<file path="src/rtl/alu_display_driver.sv">
// alu_display_driver
// Latches a sign-magnitude ALU result with its flags on a load strobe and
// scans it onto a 4-digit common-anode seven-segment display. Divide-by-zero
// shows "Err"; negative non-zero values get a leading minus in digit 2.
module alu_display_driver #(
    parameter int REFRESH_DIV = 50000,
    parameter int DIV_W       = 16
) (
    input  logic       clk,
    input  logic       rst_n,
    input  logic       load,
    input  logic [4:0] result,
    input  logic       zero,
    input  logic       divbyzero,
    output logic [6:0] seg,
    output logic [3:0] an,
    output logic       valid
);

    // Character codes fed to the segment encoder
    localparam logic [3:0] CH_ONE   = 4'd1;
    localparam logic [3:0] CH_MINUS = 4'd10;
    localparam logic [3:0] CH_E     = 4'd11;
    localparam logic [3:0] CH_R     = 4'd12;
    localparam logic [3:0] CH_BLANK = 4'd15;

    localparam logic [DIV_W-1:0] DIV_LAST = DIV_W'(REFRESH_DIV - 1);

    // Active-low segment pattern (g..a) for a character code
    function automatic logic [6:0] seg_encode(input logic [3:0] ch);
        logic [6:0] pat;
        case (ch)
            4'd0:    pat = 7'b1000000;
            4'd1:    pat = 7'b1111001;
            4'd2:    pat = 7'b0100100;
            4'd3:    pat = 7'b0110000;
            4'd4:    pat = 7'b0011001;
            4'd5:    pat = 7'b0010010;
            4'd6:    pat = 7'b0000010;
            4'd7:    pat = 7'b1111000;
            4'd8:    pat = 7'b0000000;
            4'd9:    pat = 7'b0010000;
            4'd10:   pat = 7'b0111111;
            4'd11:   pat = 7'b0000110;
            4'd12:   pat = 7'b0101111;
            default: pat = 7'b1111111;
        endcase
        return pat;
    endfunction

    logic [4:0]       held_result_r;
    logic             held_zero_r;
    logic             held_dbz_r;
    logic             valid_r;
    logic [DIV_W-1:0] div_cnt_r;
    logic [1:0]       digit_idx_r;
    logic [6:0]       seg_r;
    logic [3:0]       an_r;

    logic [3:0]       mag_s;
    logic             neg_s;
    logic [3:0]       char_s;
    logic [6:0]       seg_nxt_s;
    logic [3:0]       an_nxt_s;

    // Capture the datapath result and flags on load; last load wins
    always_ff @(posedge clk or negedge rst_n) begin
        if (!rst_n) begin
            held_result_r <= 5'd0;
            held_zero_r   <= 1'b0;
            held_dbz_r    <= 1'b0;
            valid_r       <= 1'b0;
        end else if (load) begin
            held_result_r <= result;
            held_zero_r   <= zero;
            held_dbz_r    <= divbyzero;
            valid_r       <= 1'b1;
        end
    end

    // Free-running refresh divider and digit scan, independent of load
    always_ff @(posedge clk or negedge rst_n) begin
        if (!rst_n) begin
            div_cnt_r   <= '0;
            digit_idx_r <= 2'd0;
        end else if (div_cnt_r == DIV_LAST) begin
            div_cnt_r   <= '0;
            digit_idx_r <= digit_idx_r + 2'd1;
        end else begin
            div_cnt_r   <= div_cnt_r + {{(DIV_W-1){1'b0}}, 1'b1};
        end
    end

    // Select the character for the digit being scanned and build the drive
    always_comb begin
        mag_s     = held_result_r[3:0];
        neg_s     = held_result_r[4];
        char_s    = CH_BLANK;
        seg_nxt_s = 7'b1111111;
        an_nxt_s  = 4'b1111;

        case (digit_idx_r)
            2'd0: begin
                if (held_dbz_r) begin
                    char_s = CH_R;
                end else if (held_zero_r && (mag_s == 4'd0)) begin
                    // Flag agrees with the magnitude; M stays authoritative otherwise
                    char_s = 4'd0;
                end else if (mag_s >= 4'd10) begin
                    char_s = mag_s - 4'd10;
                end else begin
                    char_s = mag_s;
                end
            end
            2'd1: begin
                if (held_dbz_r) begin
                    char_s = CH_R;
                end else if (mag_s >= 4'd10) begin
                    char_s = CH_ONE;
                end else begin
                    char_s = CH_BLANK;
                end
            end
            2'd2: begin
                if (held_dbz_r) begin
                    char_s = CH_E;
                end else if (neg_s && (mag_s != 4'd0)) begin
                    // Negative zero is shown without a minus
                    char_s = CH_MINUS;
                end else begin
                    char_s = CH_BLANK;
                end
            end
            default: begin
                char_s = CH_BLANK;
            end
        endcase

        if (valid_r) begin
            seg_nxt_s = seg_encode(char_s);
            an_nxt_s  = ~(4'b0001 << digit_idx_r);
        end else begin
            seg_nxt_s = 7'b1111111;
            an_nxt_s  = 4'b1111;
        end
    end

    // Register the display drive for glitch-free outputs
    always_ff @(posedge clk or negedge rst_n) begin
        if (!rst_n) begin
            seg_r <= 7'b1111111;
            an_r  <= 4'b1111;
        end else begin
            seg_r <= seg_nxt_s;
            an_r  <= an_nxt_s;
        end
    end

    assign seg   = seg_r;
    assign an    = an_r;
    assign valid = valid_r;

endmodule
</file>
<file path="config.mk">
export PLATFORM = sky130hd
export DESIGN_NAME = alu_display_driver
export DESIGN_NICKNAME = d
export VERILOG_FILES = /design/src/rtl/alu_display_driver.sv
export SDC_FILE = /design/constraint.sdc
export NUM_CORES = 1
export LEC_CHECK = 0
export ABC_CLOCK_PERIOD_IN_PS = 2600
export BUFFER_PORTS_ARGS = -buffer_cell sky130_fd_sc_hd__buf_4
export CAP_MARGIN = 10
export CORE_ASPECT_RATIO = 0.7
export CORE_MARGIN = 1.5
export CORE_UTILIZATION = 55
export DETAILED_ROUTE_END_ITERATION = 10
export PLACE_DENSITY = 0.76
export SYNTH_ARGS = -nofsm -noshare
export SYNTH_HDL_FRONTEND = slang
export SYNTH_SLANG_ARGS = --single-unit
</file>
<file path="constraint.sdc">
create_clock -name clk -period 2.6 [get_ports clk]
set_input_delay 0.52 -clock clk [delete_from_list [all_inputs] [get_ports clk]]
set_output_delay 0.52 -clock clk [all_outputs]
set_load 0.1 [all_outputs]
</file>
==> reports/results.md <==
| Metric | This run |
|---|---|
| Status | complete, no violations |
| Dpl hpwl | 2500 µm |
| Routed vias | 1,319 |
| Cells along the critical path | inv_1 -> ha_1 -> a21oi_1 -> or3_1 -> o311ai_2 -> inv_1 -> ha_1 -> a31oi_1 -> nor3_1 -> a211o_1 |
| Final WS setup | 0.223 ns |
| Synth unique cells | 45 |
| Post-synthesis net count | 201 |
| Endpoints failing hold | 0 |
| Via density per instance | 5.25 |
| Standard-cell row count | 17 |
| Critical path peak fanout | 5 |
| GP Congestion | 0.818 |
| Residual antenna-violating net count after detailed routing | 0 |
| Height of the die | 52.1 µm |
| Initial core utilization | 0.590 |
| Maximum clock rate | 421 MHz |
| CTS H-tree lvls | 2 |
| Clock-pin slew reported for the worst setup and hold paths after clock tree synthesis | 0.08 ns |
| Global-route wire length before repair | 5750 µm |
| Maximum number of pins on one net before global-route repair | 37 |
| Proportion of layout cells with a drive suffix above 1 | 0.265 |
| Via count of the first global-routing pass | 1,263 |
| GRT Resource Usage Total | 0.207 |
| Max-Slew Margin vs Limit | 0.681 |
| Switching part of the total power | 0.359 |
| Arrival time at the worst endpoint | 2.59 ns |
| Share of the cycle needed by the critical path after routing | 0.914 |
| Static leakage power | 0.992 nW |
| Synthesized instance count | 179 |
| Pre-CTS WS | 0.225 ns |
| Class of the tightest hold or removal check | in2async |
| Bufs on Longest Clock Path | 2 |
| Total overflow reported by the global router | 0 |
| End-of-flow core utilization | 0.675 |
| Register bit total from synthesis | 36 |
| Worst-Margin Slew | 0.477 ns |
| Async set-reset flop share out of synthesis | 1.00 |
| Sequential share of power | 0.449 |
| Setup_tns | 0 ns |
| Number of max-cap violations | 0 |
| Total area of multi-input combinational cells | 891 µm² |
| Floorplan core area | 3210 µm² |
| Number of failing setup endpoints in the final timing report | 0 |
| CTS tree | built |
| Category of the most critical setup path | reg2reg |
| Max-slew violation total from the final report | 0 |
| Portion of total power attributed to the clock network | 0.261 |
| Delay of the slowest critical-path stage | 0.41 ns |
| Share of total power in combinational logic | 0.290 |
| Total Die Area | 3810 µm² |
| Post-synthesis to final-layout area growth | 14.4% |
| Reg area | 915 µm² |
| Post-CTS Hold Fix Bufs | 0 |
| DRC | 0 |
| Clock latency at the later pin of the worst-skew pair | 0.29 ns |
| Area of the mapped netlist | 1890 µm² |
| Syn_area_per_cell | 10.6 µm² |
| Worst Path Required | 2.81 ns |
| Final min period | 2.38 ns |
| Antenna diodes | 0 |
| Clk_skew | 0.0148 ns |
| Nature of the critical path endpoint | flip-flop |
| Power after layout | 0.00142 W |
| PortBufs | 20 |
| Max stage delay cell, worst path | dfrtp_1 |
| Detailed Route WL | 3360 µm |
| Sequential area share after synthesis | 0.483 |
| Number of buffers created by CTS | 5 |
| DR iter-0 viols | 81 |
| Worst VDD drop | 0.404 mV |
| Root Buffer | clkbuf_8 |
| Clk sink count | 36 |
| Ports placed on the boundary | 22 |
| Internal power | 0.000911 W |
| Number of nets at the end of the flow | 225 |
| Layout fillers | 227 |
| Unrepaired setup endpoints after global routing | no |
| Number of setup buffers added after CTS | 0 |
| Switching Power | 0.000509 W |
| Average detailed-routed wire length per instance | 13.4 µm |
| Total power divided by cell area | 655 nW/µm² |
| Yosys warnings | 0 |
| Initial DRT Pass Iterations | 4 |
| Prevailing post-synth register cell | dfrtp_1 |
| Total of cells resized after clock tree synthesis | 0 |
| Number of enable-type register cells in the synthesized netlist | 0 |
| Antenna violations before repair | 0 |
| Die Width | 73.1 µm |
| Element type at the critical path start | flip-flop |
-- registers in the layout (all words and copies together), names as in the netlist --
register and count:
an 4, digit_idx_r 2, div_cnt_r 16, held_dbz_r 1, held_result_r 5, seg 7, valid 1
-- power groups by stage --
stage | Clock (W) | Combinational (W) | Sequential, W
6_report | 0.000370 | 0.000411 | 0.000638
5_1_grt | 0.000412 | 0.000436 | 0.000643
4_1_cts | 0.000383 | 0.000412 | 0.000639
3_5_place_dp | 0 | 0.000412 | 0.000649
3_3_place_gp | 0 | 0.000407 | 0.000647
2_1_floorplan | 0 | 0.000129 | 0.000855
-- metal layers --
| metal | global-route usage | up-vias | wire (µm) |
|---|---|---|---|
| met5 | 0 | - | 0 |
| li1 | - | 662 | - |
| met2 | 0.344 | 26 | 1610 |
| met3 | 0.0601 | 2 | 138 |
| met4 | 0.0692 | 0 | 14 |
| met1 | 0.259 | 629 | 1600 |
-- logic make-up (layout without fill, tap and decap cells) --
family / after synthesis / in the layout / synth area share
compound gates: 27 / 27 / 0.115
xor+xnor: 15 / 15 / 0.0694
fa+ha+maj: 12 / 12 / 0.0793
buf+inv: 19 / 44 / 0.0482
flops: 36 / 36 / 0.483
mux: 6 / 6 / 0.0337
simple gates: 64 / 64 / 0.172
-- cell usage in the layout, fill, tap and decap left out, types with 5 or more instances in the layout --
cell type  count
ha_1          11
xor2_1         6
clkbuf_8       5
inv_1         12
dfstp_2       11
nand2_1       14
nand3_1        7
xnor2_1        9
buf_4         23
nor2_1        18
dfrtp_1       25
-- through the flow --
step                hold WS [ns]  std cells  area (µm²)
floorplan                  0.224        179        1890
global placement           0.470        243        2080
finish                     0.171        251        2170
detailed placement         0.481        243        2080
global route               0.204        251        2170
CTS                        0.185        251        2160
-- worst max-delay path: cells and delay by family, from the launching register on --
family	cells	cell delay, ns
flops	1	0.41
fa+ha+maj	2	0.65
buf+inv	2	0.24
compound gates	4	0.61
simple gates	2	0.40
-- Yosys cell counts, types with 2 or more instances --
cell | n | area [µm²]
dfrtp_1 | 25 | 626
nor2_1 | 18 | 67.6
nand2_1 | 14 | 52.6
ha_1 | 12 | 150
inv_1 | 12 | 45.0
dfstp_2 | 11 | 289
xnor2_1 | 9 | 78.8
nand3_1 | 7 | 35.0
xor2_1 | 6 | 52.6
a21oi_1 | 4 | 20.0
a31oi_1 | 4 | 25.0
o21ai_0 | 4 | 20.0
mux2_2 | 3 | 33.8
mux2i_1 | 3 | 30.0
nand4_1 | 3 | 18.8
nor2b_1 | 3 | 18.8
nor3_1 | 3 | 15.0
o21ai_1 | 3 | 15.0
or3_1 | 3 | 18.8
a211o_1 | 2 | 17.5
and3_1 | 2 | 12.5
buf_6 | 2 | 22.5
clkbuf_1 | 2 | 7.51
nor3_2 | 2 | 20.0
nor4_1 | 2 | 12.5
-- final cells by class --
| type | instances | area share |
|---|---|---|
| clock buffer | 7 | 0.0352 |
| inverter | 13 | 0.0225 |
| sequential | 36 | 0.422 |
| multi-input combinational | 124 | 0.411 |
| tap | 47 | 0.0271 |
| clock inverter | 1 | 0.00231 |
| timing repair buffer | 23 | 0.0797 |
-- path summary, 6_finish.rpt --
kind	start	endpoint	slack (ns)	cells past startpoint
max	digit_idx_r[1]	seg[4]	0.22	10
min	rst_n	div_cnt_r[5]	0.17	1
max reg2reg	digit_idx_r[1]	seg[4]	0.22	10
min reg2reg	div_cnt_r[0]	div_cnt_r[0]	0.49	1
max in group asynchronous	rst_n	an[1]	2.08	1
min in group clk	result[1]	held_result_r[1]	0.45	3
No activity file was read; power rests on OpenSTA's default activity.
